<file path="src/rtl/serial_nibble_rx_pkg.sv">
// Shared types and constants for the serial nibble receiver.
// SERIAL_NIBBLE_RX_PARITY_EN adds the PARITY state to the state enum.
package serial_nibble_rx_pkg;

    typedef enum logic [1:0] {
        ST_IDLE   = 2'd0,
        ST_DATA   = 2'd1,
`ifdef SERIAL_NIBBLE_RX_PARITY_EN
        ST_PARITY = 2'd2,
`endif
        ST_STOP   = 2'd3
    } rx_state_t;

    localparam logic START_LEVEL = 1'b0;
    localparam logic STOP_LEVEL  = 1'b1;
    localparam logic IDLE_LEVEL  = 1'b1;

    // One extra bit so the counter can reach WIDTH without wrapping.
    function automatic int cnt_width(input int width);
        return $clog2(width) + 1;
    endfunction

endpackage

</file>
<file path="src/rtl/serial_nibble_rx_if.sv">
// Serial input and parallel load-side outputs of the nibble receiver.
interface serial_nibble_rx_if #(
    parameter int WIDTH = 4
);
    logic             sin;
    logic             sin_valid;
    logic [WIDTH-1:0] d;
    logic             en;
    logic             frame_err;
    logic             busy;

    modport master (
        output sin, sin_valid,
        input  d, en, frame_err, busy
    );

    modport slave (
        input  sin, sin_valid,
        output d, en, frame_err, busy
    );
endinterface

</file>
<file path="src/rtl/serial_nibble_rx_shreg.sv">
// Indexed-write shift register: writes bit_in to q[idx] when we is high,
// otherwise holds; asynchronously cleared by reset.
module serial_nibble_rx_shreg #(
    parameter int WIDTH = 4,
    parameter int CW    = 3
) (
    input  logic             clk,
    input  logic             reset,
    input  logic             we,
    input  logic [CW-1:0]    idx,
    input  logic             bit_in,
    output logic [WIDTH-1:0] q
);

    always_ff @(posedge clk or posedge reset) begin
        if (reset) begin
            q <= '0;
        end else if (we) begin
            for (int i = 0; i < WIDTH; i++) begin
                if (idx == CW'(i)) begin
                    q[i] <= bit_in;
                end
            end
        end
    end

endmodule

</file>
<file path="src/rtl/serial_nibble_rx.sv">
// Framed serial-to-parallel receiver feeding an enabled register (d/en).
// Optional parity checking is compiled in with SERIAL_NIBBLE_RX_PARITY_EN.
module serial_nibble_rx
    import serial_nibble_rx_pkg::*;
#(
    parameter int WIDTH = 4
) (
    input  logic                clk,
    input  logic                reset,
    serial_nibble_rx_if.slave   bus
);

    localparam int CW = cnt_width(WIDTH);

    rx_state_t        state_q, state_n;
    logic [CW-1:0]    cnt_q, cnt_n;
    logic [WIDTH-1:0] shreg_q;
    logic [WIDTH-1:0] d_q;
    logic             en_q, err_q;
    logic             shift_we, load, err;
`ifdef SERIAL_NIBBLE_RX_PARITY_EN
    logic             par_bad_q, par_bad_n;
`endif

    serial_nibble_rx_shreg #(
        .WIDTH (WIDTH),
        .CW    (CW)
    ) u_shreg (
        .clk    (clk),
        .reset  (reset),
        .we     (shift_we),
        .idx    (cnt_q),
        .bit_in (bus.sin),
        .q      (shreg_q)
    );

    // Everything advances only on qualified samples; otherwise all state holds.
    always_comb begin
        state_n  = state_q;
        cnt_n    = cnt_q;
        shift_we = 1'b0;
        load     = 1'b0;
        err      = 1'b0;
`ifdef SERIAL_NIBBLE_RX_PARITY_EN
        par_bad_n = par_bad_q;
`endif
        if (bus.sin_valid) begin
            case (state_q)
                ST_IDLE: begin
                    if (bus.sin == START_LEVEL) begin
                        state_n = ST_DATA;
                        cnt_n   = '0;
                    end
                end
                ST_DATA: begin
                    shift_we = 1'b1;
                    cnt_n    = cnt_q + CW'(1);
                    if (cnt_q == CW'(WIDTH - 1)) begin
`ifdef SERIAL_NIBBLE_RX_PARITY_EN
                        state_n = ST_PARITY;
`else
                        state_n = ST_STOP;
`endif
                    end
                end
`ifdef SERIAL_NIBBLE_RX_PARITY_EN
                ST_PARITY: begin
                    par_bad_n = bus.sin ^ (^shreg_q);
                    state_n   = ST_STOP;
                end
`endif
                ST_STOP: begin
`ifdef SERIAL_NIBBLE_RX_PARITY_EN
                    if (bus.sin == STOP_LEVEL && !par_bad_q) begin
`else
                    if (bus.sin == STOP_LEVEL) begin
`endif
                        load = 1'b1;
                    end else begin
                        err = 1'b1;
                    end
                    state_n = ST_IDLE;
                end
                default: state_n = ST_IDLE;
            endcase
        end
    end

    always_ff @(posedge clk or posedge reset) begin
        if (reset) begin
            state_q <= ST_IDLE;
            cnt_q   <= '0;
            d_q     <= '0;
            en_q    <= 1'b0;
            err_q   <= 1'b0;
`ifdef SERIAL_NIBBLE_RX_PARITY_EN
            par_bad_q <= 1'b0;
`endif
        end else begin
            state_q <= state_n;
            cnt_q   <= cnt_n;
            en_q    <= load;
            err_q   <= err;
            if (load) begin
                d_q <= shreg_q;
            end
`ifdef SERIAL_NIBBLE_RX_PARITY_EN
            par_bad_q <= par_bad_n;
`endif
        end
    end

    assign bus.d         = d_q;
    assign bus.en        = en_q;
    assign bus.frame_err = err_q;
    assign bus.busy      = (state_q != ST_IDLE);

endmodule

</file>
<file path="src/flat_wrapper.sv">
// flat-port wrapper written by rule: the top's interface ports become plain ports
module serial_nibble_rx_flat import serial_nibble_rx_pkg::*;
#(
    parameter int WIDTH = 4
)
  (clk, reset, bus_sin, bus_sin_valid, bus_d, bus_en, bus_frame_err, bus_busy);
  serial_nibble_rx_if #(.WIDTH(WIDTH)) bus_i ();
  input  logic clk;
  input  logic reset;
  input wire logic [$bits(bus_i.sin)-1:0] bus_sin;
  input wire logic [$bits(bus_i.sin_valid)-1:0] bus_sin_valid;
  output wire logic [$bits(bus_i.d)-1:0] bus_d;
  output wire logic [$bits(bus_i.en)-1:0] bus_en;
  output wire logic [$bits(bus_i.frame_err)-1:0] bus_frame_err;
  output wire logic [$bits(bus_i.busy)-1:0] bus_busy;
  assign bus_i.sin = bus_sin;
  assign bus_i.sin_valid = bus_sin_valid;
  assign bus_d = bus_i.d;
  assign bus_en = bus_i.en;
  assign bus_frame_err = bus_i.frame_err;
  assign bus_busy = bus_i.busy;
  serial_nibble_rx #(.WIDTH(WIDTH)) u_core (.clk(clk), .reset(reset), .bus(bus_i));
endmodule
</file>
<file path="config.mk">
export PLATFORM = sky130hd
export DESIGN_NAME = serial_nibble_rx_flat
export DESIGN_NICKNAME = d
export VERILOG_FILES = /design/src/rtl/serial_nibble_rx_pkg.sv /design/src/rtl/serial_nibble_rx_if.sv /design/src/rtl/serial_nibble_rx_shreg.sv /design/src/rtl/serial_nibble_rx.sv /design/src/flat_wrapper.sv
export SDC_FILE = /design/constraint.sdc
export NUM_CORES = 1
export LEC_CHECK = 0
export BUFFER_PORTS_ARGS = -buffer_cell sky130_fd_sc_hd__buf_2
export CORE_MARGIN = 2
export CORE_UTILIZATION = 47
export DETAILED_ROUTE_END_ITERATION = 8
export GPL_ROUTABILITY_DRIVEN = 0
export PLACE_DENSITY_LB_ADDON = 0.15
export SLEW_MARGIN = 5
export SYNTH_ARGS = -nofsm -noshare
export SYNTH_HDL_FRONTEND = slang
export SYNTH_SLANG_ARGS = --single-unit
export TNS_END_PERCENT = 1
</file>
<file path="constraint.sdc">
create_clock -name clk -period 1.3 [get_ports clk]
set_input_delay 0.065 -clock clk [delete_from_list [all_inputs] [get_ports clk]]
set_output_delay 0.065 -clock clk [all_outputs]
set_load 0.1 [all_outputs]
</file>
==> results of run 1 <==
layout by cell type, fill, tap and decap left out, drive strengths merged:
cell type and count:
ha 5, a21oi 2, o21ai 2, nor2 2, dlygate4sd3 1, nand3b 1, inv 7, dfrtp 15
a32o 1, nand4 1, nand2 3, clkbuf 3, clkinvlp 1, and4bb 1, a21o 1, mux2 8
and2b 1, nand3 2, o2bb2ai 1, buf 16, or2 1
critical path: cells and delay by family, from the launching register on:
kind                   cells  cell delay (ps)
flip-flops                 1              410
buffers and inverters      2              310
AND/OR/NAND/NOR            1              250
logic make-up after synthesis:
| group | count (synthesis) | synth area share, % |
|---|---|---|
| adders and majority gates | 5 | 9.242 |
| AOI/OAI and AO/OA | 7 | 6.840 |
| DFF | 15 | 55.45 |
| muxes | 8 | 13.31 |
| and+or+nand+nor | 12 | 10.17 |
| buffers and inverters | 8 | 4.992 |
stage by stage:
| stage | instances | setup TNS [ps] |
|---|---|---|
| 2_1_floorplan | 55 | 0 |
| 3_3_place_gp | 83 | 0 |
| 3_5_place_dp | 83 | 0 |
| 4_1_cts | 90 | -99.32 |
| 5_1_grt | 90 | -349.5 |
| 6_report | 90 | -58.74 |
path summary, 6_finish.rpt:
| path | start | end | slack [ps] | depth (start not counted) |
|---|---|---|---|---|
| max | u_core.state_q[1] | bus_busy | -40 | 3 |
| min | bus_sin | u_core.bus.frame_err | 10 | 2 |
| max reg2reg | u_core.state_q[1] | u_core.u_shreg.q[0] | -10 | 4 |
| min reg2reg | u_core.u_shreg.q[2] | u_core.u_shreg.q[2] | 500 | 1 |
| max in group asynchronous | reset | u_core.cnt_q[1] | 580 | 3 |
| min in group asynchronous | reset | u_core.u_shreg.q[2] | 360 | 3 |
what timing repair did:
action                                  in CTS  in global routing
buffers inserted                             2                  0
endpoints found under the setup margin       1                 11
pin swaps                                    1                  1
gates resized for setup                      6                  4
hold buffers                                 1                  0
hold endpoints to repair                    15                  0
layout make-up:
| type | instances | area (µm²) |
|---|---|---|
| clock buffers | 3 | 22.52 |
| fillers | 110 | 457.9 |
| clock inverters | 1 | 7.507 |
| inverters | 7 | 26.28 |
| flip-flops and latches | 15 | 375.4 |
| repair buffers | 17 | 123.9 |
| multi-input cells | 32 | 285.3 |
| well taps | 15 | 18.77 |
metal layers:
layer / vias up / share of wire [%] / GRT usage [%]
met5: - / 0 / 0
met4: 0 / 2.3 / 11.61
met3: 4 / 4.2 / 3.043
met2: 10 / 48 / 27.19
met1: 231 / 45 / 17.55
li1: 227 / - / -
state kept, by name (all words and copies together) (netlist names):
name	count
u_core.bus.d	4
u_core.bus.en	1
u_core.bus.frame_err	1
u_core.cnt_q	3
u_core.state_q	2
u_core.u_shreg.q	4
==> summary.md, run 1 <==
| Metric | Value |
|---|---|
| Die area | 1760 µm² |
| Detailed router's first-iteration violation count | 7 |
| Hold slack | 10.45 ps |
| Hold WC Path Type | in -> reg |
| Worst path slowest cell | dfrtp_1 |
| Critical Path Fanout Max | 4 |
| ANT nets after route | 0 |
| GR Overflow Total | 0 |
| Layout Nets | 85 |
| Status | complete, but fails checks |
| Crit path kind | reg -> out |
| Worst setup margin | -40.78 ps |
| Failing checks | setup timing |
| Vias in the first global route | 486 |
| Clock root buffer | clkbuf_4 |
| Remaining DRCs | 0 |
| CP Capture Type | output pin |
| Slew Limit Fails | 0 |
| Clk slew on worst S/H paths | 100 ps |
| Layout cells sized above 1 | 40.00% |
| Die height | 41.95 µm |
| Yosys top cell by area | dfrtp_1 |
| GRT Overall Usage | 16.00% |
| Top_reg_cell synth | dfrtp_1 |
| Num rows | 13 |
| Synth top area share | 55.45% |
| ANT cells | 0 |
| WP data required | 1240 ps |
| Via count | 472 |
| Cts bufs inserted | 3 |
| FFs w/ async S/R, synth | 100.0% |
| Slew HR | 63.31% |
| Minimum clock period after layout | 1341 ps |
| Syn Nets | 64 |
| Setup Skew | 5.556 ps |
| Routed WL per cell | 12.59 µm |
| Cells along the critical path | buf_4 -> or2_4 -> buf_12 |
| RSZ-0062 raised after global routing | yes |
| Final Core Density | 65.24% |
| Boundary pin count | 11 |
| Post-Synthesis Cell Area | 676.9 µm² |
| CTS H-tree lvls | 1 |
| Wirelength, routed | 1.133 mm |
| Clk_lat worst skew | 290 ps |
| Post-route cell area | 859.6 µm² |
| CTS sink count | 15 |
| DP Wirelength | 784.9 µm |
| Initial antenna violation count | 0 |
| Setup WS pre-CTS | 12.83 ps |
| MaxCap Viol Count | 0 |
| Final Hold Violating Endpoints | 0 |
| CTS tree | built |
| Most numerous cell in the Yosys netlist | dfrtp_1 |
| Core area | 1318 µm² |
| Flops & latches, synth | 15 |
| Crit share post-route | 103.1% |
| Initial Util | 51.38% |
| Placed cell areas | 770.7 µm² |
| First-pass GRT wire length | 2.056 mm |
| Crit-path max cell delay | 410 ps |
| Number of synthesized flops with an enable pin | 0 |
| Post-Synthesis Cells | 55 |
| Setup violators final | 3 |
| Vias per std cell | 5.244 |
| Largest net degree at the start of global routing | 16 |
| Warnings from Yosys | 0 |
| Slew @ Worst Pin | 549.7 ps |
| Synth area leaders | dfrtp_1 55%, ha_1 9.2%, mux2_2 8.3%, mux2_1 5.0%, inv_1 3.9% |
| Crit path arrival time | 1280 ps |
| Netlist cell types | 19 |
| Area Overhead vs Synth | 26.99% |
| Commonest cells in the netlist | 15 x dfrtp_1, 7 x inv_1, 5 x ha_1, 5 x mux2_2 |
| Startpoint Class | register |
| Clock buffer depth | 2 |
| Chip Width | 41.95 µm |
| DRT Pass-1 Iters | 3 |
| Port bufs | 10 |
| F_max | 0.7458 GHz |
| Seq/Total Area, Yosys | 55.45% |
| Avg Cell Area, Syn | 12.31 µm² |
Power of run 1 is left out: the tool's default activity adds up to more than one toggle a clock period on the data nets, which glitch-free logic cannot reach.
==> inputs of run 2 (changes only) <==
==> constraint.sdc (replaced) <==
create_clock -name clk -period 1.3 [get_ports clk]
set_input_delay 0.13 -clock clk [delete_from_list [all_inputs] [get_ports clk]]
set_output_delay 0.13 -clock clk [all_outputs]
set_load 0.1 [all_outputs]
==> summary.md, run 2 (synthesis gave the netlist of run 1 again) <==
| Metric | Value |
|---|---|
| Die height | 41.95 µm (unchanged) |
| Most frequent cells in the layout | 15 x dfrtp_1, 9 x buf_2, 8 x buf_4 |
| GR met2 Demand/Resource | 27.50% (+0.31 points) |
| Cts bufs inserted | 3 (unchanged) |
| Status | finished, final reports clean |
| Clock buffer depth | 2 (unchanged) |
| RSZ-0062 raised after global routing | yes |
| Busiest layer in global routing | met2 |
| CP Capture Type | register |
| Worst r2r path cells | 4 (unchanged) |
| Detailed router's first-iteration violation count | 0 (-7) |
| RR Endpoint | u_core.u_shreg.q[2] |
| Routed WL per cell | 13.11 µm (+4.1%) |
| Critical Path Fanout Max | 4 (unchanged) |
| GR Util met1 | 15.32% (-2.2 points) |
| Chip Width | 41.95 µm (unchanged) |
| Die area | 1760 µm² (unchanged) |
| CTS sink count | 15 (unchanged) |
| ANT cells | 0 (unchanged) |
| CTS H-tree lvls | 1 (unchanged) |
| Hold WC Path Type | in -> reg |
| Most common cell after layout, fill and taps aside | dfrtp_1 |
| Met3 Use GR | 2.609% (-0.43 points) |
| Crit path launch | u_core.state_q[0] |
| Startpoint Class | register |
| MaxCap Viol Count | 0 (unchanged) |
| Crit path kind | reg -> reg |
| GRT Overall Usage | 15.27% (-0.73 points) |
| Core area | 1318 µm² (unchanged) |
| CP endpoint | u_core.u_shreg.q[2] |
| Initial Util | 51.38% (unchanged) |
| Final Hold Violating Endpoints | 0 (unchanged) |
| Slew @ Worst Pin | 574.2 ps (+24.46 ps) |
| Clk slew on worst S/H paths | 90 ps (about the same) |
| Wirelength, routed | 1.219 mm (+7.6%) |
| Cells along the critical path | buf_6 -> and4bb_1 -> nand2_1 -> mux2_1 |
| Setup TNS | 0 ps (+58.74 ps) |
| Clk_lat worst skew | 280 ps (about the same) |
| WP data required | 1470 ps (+230 ps) |
| Initial antenna violation count | 0 (unchanged) |
| Vias in the first global route | 484 (-0.41%) |
| DP Wirelength | 801.3 µm (+2.1%) |
| ANT nets after route | 0 (unchanged) |
| Boundary pin count | 11 (unchanged) |
| Layout cells sized above 1 | 44.87% (+4.9 points) |
| Slew Limit Fails | 0 (unchanged) |
| Fin cells | 93 (+3.3%) |
| Crit path arrival time | 1460 ps (+180 ps) |
| Vias per std cell | 5.161 (-1.6%) |
| Setup Skew | 3.860 ps (-1.696 ps) |
| Worst path slowest cell | dfrtp_1 |
| Layout Nets | 88 (+3.5%) |
| F_max | 0.7765 GHz (+4.1%) |
| Flop-to-flop setup slack | 10 ps (+20 ps) |
| Placed Cells | 82 (-1.2%) |
| CTS tree | built |
| WP depth | 4 (+1) |
| Remaining DRCs | 0 (unchanged) |
| GR Overflow Total | 0 (unchanged) |
| Slew HR | 61.68% (-1.6 points) |
| Crit-path max cell delay | 420 ps (about the same) |
| Worst r2r src | u_core.state_q[0] |
| Port bufs | 10 (unchanged) |
| Minimum clock period after layout | 1288 ps (-53.03 ps) |
| Via count | 480 (+1.7%) |
| Worst hold stages | 2 (unchanged) |
| First-pass GRT wire length | 1.945 mm (-5.4%) |
| Critical path's top delay family | flip-flops |
| CP Buf/Inv Count | 1 (-1) |
| Setup violators final | 0 (-3) |
| Area Overhead vs Synth | 30.50% |
| Clock root buffer | clkbuf_4 |
| DRT Pass-1 Iters | 1 (-2) |
| Num rows | 13 (unchanged) |
| Largest net degree at the start of global routing | 16 (unchanged) |
| Crit share post-route | 99.06% (-4.1 points) |
[run 2: changes by cell type in the layout (fill, tap and decap cells not counted)]
cell,previous run,this run
buf_4,5,8
and2b_2,0,1
clkinvlp_4,1,0
clkinv_2,0,1
ha_2,1,2
ha_1,4,3
and2b_1,1,0
[run 2: area by class of cell]
type	instances	area, µm²
Clock inverter	1	5.005
Tap cell	15	18.77
Sequential cell	15	375.4
Multi-Input combinational cell	32	289.0
Timing Repair Buffer	20	146.4
Inverter	7	26.28
Clock buffer	3	22.52
Fill cell	102	434.2
[run 2: worst min-delay path by stage]
stage            start                   end  slack (ps)
2_1_floorplan    reset       u_core.bus.d[0]          30
3_3_place_gp     reset         u_core.bus.en         200
3_5_place_dp     reset       u_core.bus.d[2]         210
4_1_cts        bus_sin  u_core.bus.frame_err          80
5_1_grt        bus_sin  u_core.bus.frame_err         100
6_report       bus_sin  u_core.bus.frame_err          90
[run 2: layer usage]
| layer | up-vias | wire (µm) |
|---|---|---|
| met1 | 236 | 511 |
| met3 | 2 | 42 |
| li1 | 234 | - |
| met5 | - | 0 |
| met2 | 8 | 656 |
| met4 | 0 | 8 |
[run 2: timing repair]
action	4_1_cts	5_1_grt
endpoints found under the hold margin	15	0
buffers inserted	5	1
gates cloned	0	0
pin swaps	0	3
hold buffers	1	0
gates resized for setup	6	6
setup endpoints to repair	2	10
[run 2: metrics by stage]
stage / utilization, % / worst slack (ps) / area [µm²] / hold WS [ps]
finish: 67.05 / 12.25 / 883.3 / 93.74
floorplan: - / 18.56 / 679.4 / 31.48
CTS: 65.34 / -0.8532 / 860.8 / 79.99
detailed placement: 57.93 / 8.270 / 763.2 / 209.4
global route: 67.05 / -26.48 / 883.3 / 99.45
global placement: 57.93 / 9.054 / 763.2 / 200.0
Power of run 2 is left out for the same reason.
==> inputs of run 3 (changes only) <==
- HOLD_SLACK_MARGIN: default -> 0.15
- SKIP_CTS_REPAIR_TIMING: default -> 1
==> summary.md, run 3 (synthesis gave the netlist of run 1 again) <==
| Metric | Value |
|---|---|
| Setup Skew | 5.167 ps (+1.307 ps) |
| Initial Util | 51.38% (unchanged) |
| Critical Path Fanout Max | 7 (+3) |
| Slew HR | 61.30% (-0.38 points) |
| Startpoint Class | register |
| Uppermost layer routed | met4 |
| Worst hold stages | 2 (unchanged) |
| Wirelength, routed | 1.168 mm (-4.2%) |
| GRT Overall Usage | 14.17% (-1.1 points) |
| Via count | 467 (-2.7%) |
| WL met2 | 575 µm (-12%) |
| Hold WC Path Type | in -> reg |
| F_max | 0.7692 GHz (-0.94%) |
| Minimum clock period after layout | 1300 ps (+12.24 ps) |
| Worst path slowest cell | dfrtp_2 |
| Clock root buffer | clkbuf_4 |
| CTS sink count | 15 (unchanged) |
| Cells along the critical path | or2_4 -> buf_12 |
| Crit path arrival time | 1170 ps (-290 ps) |
| Area Overhead vs Synth | 25.32% |
| CTS H-tree lvls | 1 (unchanged) |
| Core area | 1318 µm² (unchanged) |
| Clock buffer depth | 2 (unchanged) |
| Vias per std cell | 5.189 (+0.53%) |
| RSZ-0062 raised after global routing | yes |
| Setup violators final | 0 (unchanged) |
| Chip Width | 41.95 µm (unchanged) |
| Num rows | 13 (unchanged) |
| Worst r2r path cells | 4 (unchanged) |
| Most common cell after layout, fill and taps aside | dfrtp_1 |
| CP Capture Type | output pin |
| Met3 WL | 44 µm (+4.8%) |
| Post-route cell area | 848.3 µm² (-4.0%) |
| Remaining DRCs | 0 (unchanged) |
| Largest net degree at the start of global routing | 16 (unchanged) |
| MaxCap Viol Count | 0 (unchanged) |
| Placed cell areas | 763.2 µm² (unchanged) |
| Initial antenna violation count | 0 (unchanged) |
| GR Overflow Total | 0 (unchanged) |
| Worst r2r src | u_core.state_q[1] |
| First-pass GRT wire length | 1.787 mm (-8.1%) |
| Die area | 1760 µm² (unchanged) |
| Clk slew on worst S/H paths | 100 ps (about the same) |
| Met1 wire length | 524 µm (+2.5%) |
| Worst hold endpoint | u_core.state_q[1] |
| DRT Pass-1 Iters | 2 (+1) |
| Detailed router's first-iteration violation count | 1 (+1) |
| Most frequent cells in the layout | 13 x dfrtp_1, 9 x buf_2, 6 x inv_1 |
| Final Hold Violating Endpoints | 0 (unchanged) |
| Min-delay src | bus_sin_valid |
| Port bufs | 10 (unchanged) |
| Status | finished, final reports clean |
| Crit share post-route | 100.0% (+0.94 points) |
| RR Endpoint | u_core.u_shreg.q[3] |
| Slew @ Worst Pin | 579.9 ps (+5.761 ps) |
| Cts bufs inserted | 3 (unchanged) |
| Die height | 41.95 µm (unchanged) |
| CTS tree | built |
| Boundary pin count | 11 (unchanged) |
| Layout cells sized above 1 | 37.33% (-7.5 points) |
| DP Wirelength | 801.3 µm (unchanged) |
| Layout Nets | 85 (-3.4%) |
| Crit-path max cell delay | 450 ps (+30 ps) |
| ANT cells | 0 (unchanged) |
| Vias in the first global route | 454 (-6.2%) |
| Slew Limit Fails | 0 (unchanged) |
| ANT nets after route | 0 (unchanged) |
| Crit path kind | reg -> out |
| Flop-to-flop setup slack | 0.01 ps (about the same) |
| WP data required | 1170 ps (-300 ps) |
| Clk_lat worst skew | 290 ps (about the same) |
| Routed WL per cell | 12.98 µm (-0.99%) |
## run 3: cell count changes in the layout (fill, tap and decap cells not counted), moves of 2 or more
cell           previous run  this run
dfrtp_1                  15        13
dfrtp_2                   0         2
buf_4                     8         4
mux2_1                    1         3
mux2_4                    2         0
dlygate4sd3_1             1         3
## run 3: stage by stage
step | util, % | hold WS [ps] | setup slack (ps) | TNS, ps | instances
floorplan | - | 31.48 | 18.56 | 0 | 55
CTS | 60.02 | -110.7 | -169.7 | -178.7 | 86
detailed placement | 57.93 | 209.4 | 8.270 | 0 | 82
global route | 64.39 | 155.7 | -53.56 | -89.03 | 90
global placement | 57.93 | 200.0 | 9.054 | 0 | 82
finish | 64.39 | 111.3 | 0.01421 | 0 | 90
## run 3: final cells by class
class	instances	area [µm²]
clock inverter	1	5.005
multi-input combinational	32	272.8
timing repair buffer	17	125.1
clock buffer	3	22.52
sequential	15	377.9
inverter	7	26.28
fill	106	469.2
tap	15	18.77
## run 3: metal layers
layer | vias up | GRT usage, %
li1 | 227 | -
met1 | 226 | 14.48
met2 | 10 | 24.69
met3 | 4 | 2.609
met4 | 0 | 11.61
met5 | - | 0
## run 3: how the worst max path moves through the flow
stage                                 start                  end  slack (ps)  cells past startpoint
after floorplan             u_core.cnt_q[0]  u_core.u_shreg.q[3]          20                      4
after global placement      u_core.cnt_q[0]  u_core.u_shreg.q[3]           9                      4
after detailed placement    u_core.cnt_q[0]  u_core.u_shreg.q[3]           8                      4
after CTS                 u_core.state_q[1]             bus_busy        -170                      2
after global routing      u_core.state_q[1]  u_core.u_shreg.q[3]         -50                      4
final                     u_core.state_q[1]             bus_busy        0.01                      2
## run 3: worst max-delay path, delay by kind of cell, from the launching register on
family	cells	cell delay, ps
simple gates	1	270
flops	1	450
buf+inv	1	160
Power of run 3 is left out for the same reason.
